==> config.mk <==
export PLATFORM = sky130hd
export DESIGN_NAME = multicycle_control
export DESIGN_NICKNAME = d
export VERILOG_FILES = /design/src/rtl/multicycle_control.sv
export SDC_FILE = /design/constraint.sdc
export NUM_CORES = 1
export LEC_CHECK = 0
export CORE_ASPECT_RATIO = 0.75
export CORE_MARGIN = 2
export CORE_UTILIZATION = 52
export CTS_CLUSTER_DIAMETER = 80
export CTS_CLUSTER_SIZE = 25
export DETAILED_ROUTE_END_ITERATION = 10
export HOLD_SLACK_MARGIN = 0.03
export PLACE_DENSITY = 0.86
export SYNTH_ARGS = -nofsm -noshare
export SYNTH_HDL_FRONTEND = slang
export SYNTH_SLANG_ARGS = --single-unit
==> constraint.sdc <==
create_clock -name clock -period 2.6 [get_ports clock]
set_input_delay 0.26 -clock clock [delete_from_list [all_inputs] [get_ports clock]]
set_output_delay 0.26 -clock clock [all_outputs]
set_load 0.005 [all_outputs]
==> src/rtl/multicycle_control.sv <==
// ---------------------------------------------------------------------------
// multicycle_control
//   Moore-style sequencer for a shared-resource multicycle MIPS datapath
//   (one ALU, one unified memory, IR/MDR/A/B/ALUOut registers). Walks each
//   instruction through fetch, decode, execute, memory and writeback states,
//   stalls on the memory-ready handshake and counts retired instructions.
//
// Ports:
//   clock, reset_n      rising-edge clock, asynchronous active-low reset
//   run                 level; leaves IDLE when high, sampled in FETCH
//   opcode[5:0]         IR[31:26], valid from DECODE onward
//   mem_ready           memory completes the current access this cycle
//   pc_write            unconditional PC load
//   pc_write_cond       PC load if ALU zero
//   iord                memory address select (0=PC, 1=ALUOut)
//   mem_read/mem_write  memory requests
//   ir_write            load IR from memory data
//   mem_to_reg          writeback source (1=MDR, 0=ALUOut)
//   reg_dst             destination register select (1=rd, 0=rt)
//   reg_write           register file write enable
//   alu_src_a           ALU A select (0=PC, 1=A)
//   alu_src_b[1:0]      ALU B select (0=B, 1=4, 2=signext, 3=signext<<2)
//   alu_op[1:0]         0=add, 1=sub, 2=funct-decoded
//   pc_source[1:0]      0=ALU result, 1=ALUOut, 2=jump target
//   state[3:0]          current state encoding
//   illegal             one-cycle pulse in DECODE on an unknown opcode
//   retired             completed instruction count (wraps)
// ---------------------------------------------------------------------------
module multicycle_control #(
    parameter int RETIRE_W = 32
) (
    input  logic                clock,
    input  logic                reset_n,
    input  logic                run,
    input  logic [5:0]          opcode,
    input  logic                mem_ready,
    output logic                pc_write,
    output logic                pc_write_cond,
    output logic                iord,
    output logic                mem_read,
    output logic                mem_write,
    output logic                ir_write,
    output logic                mem_to_reg,
    output logic                reg_dst,
    output logic                reg_write,
    output logic                alu_src_a,
    output logic [1:0]          alu_src_b,
    output logic [1:0]          alu_op,
    output logic [1:0]          pc_source,
    output logic [3:0]          state,
    output logic                illegal,
    output logic [RETIRE_W-1:0] retired
);

    localparam logic [3:0] IDLE   = 4'd0;
    localparam logic [3:0] FETCH  = 4'd1;
    localparam logic [3:0] DECODE = 4'd2;
    localparam logic [3:0] MEMADR = 4'd3;
    localparam logic [3:0] MEMRD  = 4'd4;
    localparam logic [3:0] MEMWB  = 4'd5;
    localparam logic [3:0] MEMWR  = 4'd6;
    localparam logic [3:0] EXEC   = 4'd7;
    localparam logic [3:0] RWB    = 4'd8;
    localparam logic [3:0] BRANCH = 4'd9;
    localparam logic [3:0] JUMP   = 4'd10;
    localparam logic [3:0] ADDIEX = 4'd11;
    localparam logic [3:0] ADDIWB = 4'd12;

    localparam logic [5:0] OP_RTYPE = 6'b000000;
    localparam logic [5:0] OP_LW    = 6'b100011;
    localparam logic [5:0] OP_SW    = 6'b101011;
    localparam logic [5:0] OP_BEQ   = 6'b000100;
    localparam logic [5:0] OP_J     = 6'b000010;
    localparam logic [5:0] OP_ADDI  = 6'b001000;

    logic [3:0] next_state;
    logic       retire_event;

    // NOTE: every signal written here gets a default first, so no path leaves
    // one unassigned and no latch is inferred.
    always_comb begin
        next_state = state;
        case (state)
            IDLE:   if (run) next_state = FETCH;
            FETCH: begin
                // run is only honoured before the fetch completes; a fetched
                // instruction always runs to the end.
                if (mem_ready)    next_state = DECODE;
                else if (!run)    next_state = IDLE;
            end
            DECODE: begin
                case (opcode)
                    OP_RTYPE:      next_state = EXEC;
                    OP_LW, OP_SW:  next_state = MEMADR;
                    OP_BEQ:        next_state = BRANCH;
                    OP_J:          next_state = JUMP;
                    OP_ADDI:       next_state = ADDIEX;
                    default:       next_state = FETCH;
                endcase
            end
            MEMADR: next_state = (opcode == OP_LW) ? MEMRD : MEMWR;
            MEMRD:  if (mem_ready) next_state = MEMWB;
            MEMWR:  if (mem_ready) next_state = FETCH;
            EXEC:   next_state = RWB;
            ADDIEX: next_state = ADDIWB;
            MEMWB, RWB, BRANCH, JUMP, ADDIWB: next_state = FETCH;
            default: next_state = IDLE;
        endcase
    end

    // Retirement is the return to FETCH from a terminal state; an illegal
    // opcode returns from DECODE and is deliberately not counted.
    always_comb begin
        retire_event = 1'b0;
        if (next_state == FETCH) begin
            case (state)
                MEMWB, MEMWR, RWB, BRANCH, JUMP, ADDIWB: retire_event = 1'b1;
                default:                                 retire_event = 1'b0;
            endcase
        end
    end

    // NOTE: sequential state uses non-blocking assignments so every flop
    // samples the pre-edge values regardless of block ordering.
    always_ff @(posedge clock or negedge reset_n) begin
        if (!reset_n) begin
            state   <= IDLE;
            retired <= '0;
        end else begin
            state <= next_state;
            if (retire_event) retired <= retired + RETIRE_W'(1);
        end
    end

    // Outputs decode from state alone (the async reset forces IDLE, hence all
    // zeros, without a clock edge). FETCH qualifies ir_write/pc_write with
    // mem_ready so IR and PC update only on the completing cycle.
    always_comb begin
        pc_write      = 1'b0;
        pc_write_cond = 1'b0;
        iord          = 1'b0;
        mem_read      = 1'b0;
        mem_write     = 1'b0;
        ir_write      = 1'b0;
        mem_to_reg    = 1'b0;
        reg_dst       = 1'b0;
        reg_write     = 1'b0;
        alu_src_a     = 1'b0;
        alu_src_b     = 2'd0;
        alu_op        = 2'd0;
        pc_source     = 2'd0;
        illegal       = 1'b0;
        case (state)
            FETCH: begin
                mem_read  = 1'b1;
                alu_src_b = 2'd1;
                ir_write  = mem_ready;
                pc_write  = mem_ready;
            end
            DECODE: begin
                alu_src_b = 2'd3;
                case (opcode)
                    OP_RTYPE, OP_LW, OP_SW, OP_BEQ, OP_J, OP_ADDI: illegal = 1'b0;
                    default:                                       illegal = 1'b1;
                endcase
            end
            MEMADR, ADDIEX: begin
                alu_src_a = 1'b1;
                alu_src_b = 2'd2;
            end
            MEMRD: begin
                mem_read = 1'b1;
                iord     = 1'b1;
            end
            MEMWB: begin
                reg_write  = 1'b1;
                mem_to_reg = 1'b1;
            end
            MEMWR: begin
                mem_write = 1'b1;
                iord      = 1'b1;
            end
            EXEC: begin
                alu_src_a = 1'b1;
                alu_op    = 2'd2;
            end
            RWB: begin
                reg_write = 1'b1;
                reg_dst   = 1'b1;
            end
            BRANCH: begin
                alu_src_a     = 1'b1;
                alu_op        = 2'd1;
                pc_write_cond = 1'b1;
                pc_source     = 2'd1;
            end
            JUMP: begin
                pc_write  = 1'b1;
                pc_source = 2'd2;
            end
            ADDIWB: reg_write = 1'b1;
            default: ;
        endcase
    end

endmodule

==> results.yml <==
timing:
  rsz0062_at_grt: "no"
  setup_violations: 0
  fmax_mhz: 425
  setup_tns_ns: 0
  whs_ns: 0.0428
  fin_crit_sh_pct: 90.4
  finalHoldViolCount: 0
  fin_crit_ns: 2.35
  max_slew_margin_pct: 48.5
  skew_ns: 0.00425
  tightest_slew_ns: 0.772
  maxSlewViolCount: 0
drt:
  final_antenna_net_count: 0
  drtIter0Drc: 121
  wl_mm: 5.18
  wl_per_cell_um: 14.8
  vias_per_cell: 5.79
  vias: 2020
  firstDrtPassIters: 4
  drc: 0
floorplan:
  die_h_um: 61.1
  floorplan.initialDensity_pct: 55.2
  ios: 63
  rows: 20
  dieArea_um2: 4900
  dieWidth_um: 80.2
  core_um2: 4100
critical_path:
  critPathLaunchType: "flip-flop"
  worst-path-max-fanout: 11
  reg2reg_depth: 6
  r2r_start: "state[3]$_DFF_PN0_"
  criticalPathCategory: "reg -> out"
  cp_data_required_time_ns: 2.34
  cp.arrival_ns: 2.09
  r2r_end: "retired[18]$_DFFE_PN0P_"
  r2r_slack_ns: 0.38
  end_kind: "output port"
finish:
  fill_cells: 288
  drive_gt1_share_pct: 10.9
  area_growth_pct: 34.4
  diodes: 0
  ff_latch_area_um2: 901
  multi_input_area_um2: 1250
  layout.nets: 304
global_route:
  grt_use_total_pct: 22.6
  grt_max_degree: 37
  grt_pass1_wl_mm: 8.35
  globalRoute.totalOverflow: 0
  first_global_vias: 1778
  antenna_found_initial: 0
clocking:
  cts_buffers: 5
  hold_buffers: 0
  post_cts_buffers: 0
  clock_path_buffers: 2
  cts-root-buf: "clkbuf_8"
  cts_sinks: 36
  cts_resized: 0
  tritoncts: "done"
  clkTransAtPathRegs_ns: 0.07
  htree_levels: 2
  worstSkewPairLatency_ns: 0.29
power_and_ir_drop:
  p_per_area_nw_per_um2: 640
  p_leak_nw: 1.35
  worst_ir_drop_vdd_mv: 0.417
synth:
  synth.distinct_cells: 49
  netlist_area_um2: 2260
  syn_nets: 245
  synth_ff_type: "dfrtp_1"
  async_flop_share_pct: 100
  ys_ff_latch: 36
  netlist_instances: 234
  avgSynthCellArea_um2: 9.67
  ys_warn_count: 0
  synth_edf_count: 0
  ys_seq_area_share_pct: 39.8
placed_design:
  port_buffers: 62
  dpl.hpwl_mm: 3.75
  place_congestion: 0.886
outcome:
  status: "finished, final reports clean"
min_path:
  min_path_type: "in -> async"
job:
  max-cap-violations: 0
==> routing by layer <==
| layer | vias up | global-route usage (%) | part of all wire, % |
|---|---|---|---|
| li1 | 963 | - | - |
| met4 | 0 | 6.78 | 0.81 |
| met2 | 85 | 34.3 | 45 |
| met1 | 966 | 32.1 | 47 |
| met5 | - | 0 | 0 |
| met3 | 6 | 6.16 | 6.8 |
==> sequential cells by signal (all words and copies together), names as in the netlist <==
name,flops
retired,32
state,4
==> worst max-delay path, stage by stage, from the launching register on <==
cell and delay (ns):
dfrtp_1 0.50, nand2b_1 0.29, nor4b_1 0.37, or2_2 0.17, clkdlybuf4s50_1 0.49
==> cell usage in the layout (no fill, tap or decap), types with 6 or more instances in the layout <==
cell type	instances
nand2_1	19
nor2_1	14
dfrtp_1	36
buf_4	6
nand2b_1	7
clkdlybuf4s50_1	61
nor3_1	14
nor4_1	12
xor2_1	25
xnor2_1	8
nand4_1	6
nand3_1	13
clkbuf_8	7
==> kinds of logic after synthesis <==
kind of cell    Yosys count  synth area share, %
compound gates           27                 9.18
fa+ha+maj                 2                0.995
flops                    36                 39.8
simple gates            113                 31.7
xor+xnor                 33                 12.8
buf+inv                  22                 5.09
mux                       1                0.497
==> per-stage QoR <==
stage          utilization [%]  area, µm²  total power, mW  worst slack, ns  std cells
2_1_floorplan                -       2260             1.08            0.774        234
3_3_place_gp              71.1       2920             1.41            0.277        341
3_5_place_dp              71.1       2920             1.42            0.182        341
4_1_cts                   74.1       3040             1.96            0.246        349
5_1_grt                   74.1       3040             2.06           0.0894        349
6_report                  74.1       3040             1.95            0.249        349
==> power by group <==
| part | internal (mW) | leakage (nW) | switching, mW |
|---|---|---|---|
| Sequential | 0.614 | 0.467 | 0.105 |
| Clock | 0.338 | 0.0645 | 0.201 |
| Combinational | 0.391 | 0.819 | 0.300 |
| Total | 1.34 | 1.35 | 0.605 |
==> how the worst max path moves through the flow <==
stage	start	to	slack, ns
floorplan	state[0]$_DFF_PN0_	retired[27]$_DFFE_PN0P_	0.77
global placement	opcode[2]	retired[25]$_DFFE_PN0P_	0.28
detailed placement	opcode[2]	retired[25]$_DFFE_PN0P_	0.18
CTS	state[1]$_DFF_PN0_	pc_write	0.25
global route	state[1]$_DFF_PN0_	pc_write	0.09
finish	state[1]$_DFF_PN0_	pc_write	0.25
==> cells in the mapped netlist, types with 2 or more instances <==
library cell / n / share of area [%]
clkbuf_1: 4 / 0.66
nand4_1: 6 / 1.7
nor3_1: 14 / 3.1
buf_2: 5 / 1.1
dfrtp_1: 36 / 40
inv_1: 5 / 0.83
or2_2: 2 / 0.55
nor4_1: 12 / 3.3
nor4_4: 3 / 2.8
nor2b_1: 2 / 0.55
nor2_1: 14 / 2.3
nand4b_1: 2 / 0.77
nand2_1: 19 / 3.2
a21boi_0: 3 / 0.99
nand3_1: 13 / 2.9
or3_1: 2 / 0.55
nor4_2: 2 / 1.1
nor3b_1: 2 / 0.66
and3_1: 3 / 0.83
buf_6: 2 / 0.99
nor4b_2: 2 / 1.3
xor2_1: 25 / 9.7
a21o_1: 2 / 0.66
buf_4: 3 / 0.99
nor4bb_1: 2 / 0.88
buf_1: 3 / 0.50
xnor2_1: 8 / 3.1
o21ai_0: 5 / 1.1
o211ai_1: 5 / 1.7
nand2b_1: 7 / 1.9
o21a_1: 3 / 0.99
==> area by class of cell <==
type,count,share of cell area (%)
Multi-Input combinational cell,176,41.0
Sequential cell,36,29.6
Timing Repair Buffer,69,22.4
Clock buffer,7,3.17
Tap cell,55,2.26
Clock inverter,1,0.987
Inverter,5,0.617
Power figures use the tool's default switching activity.
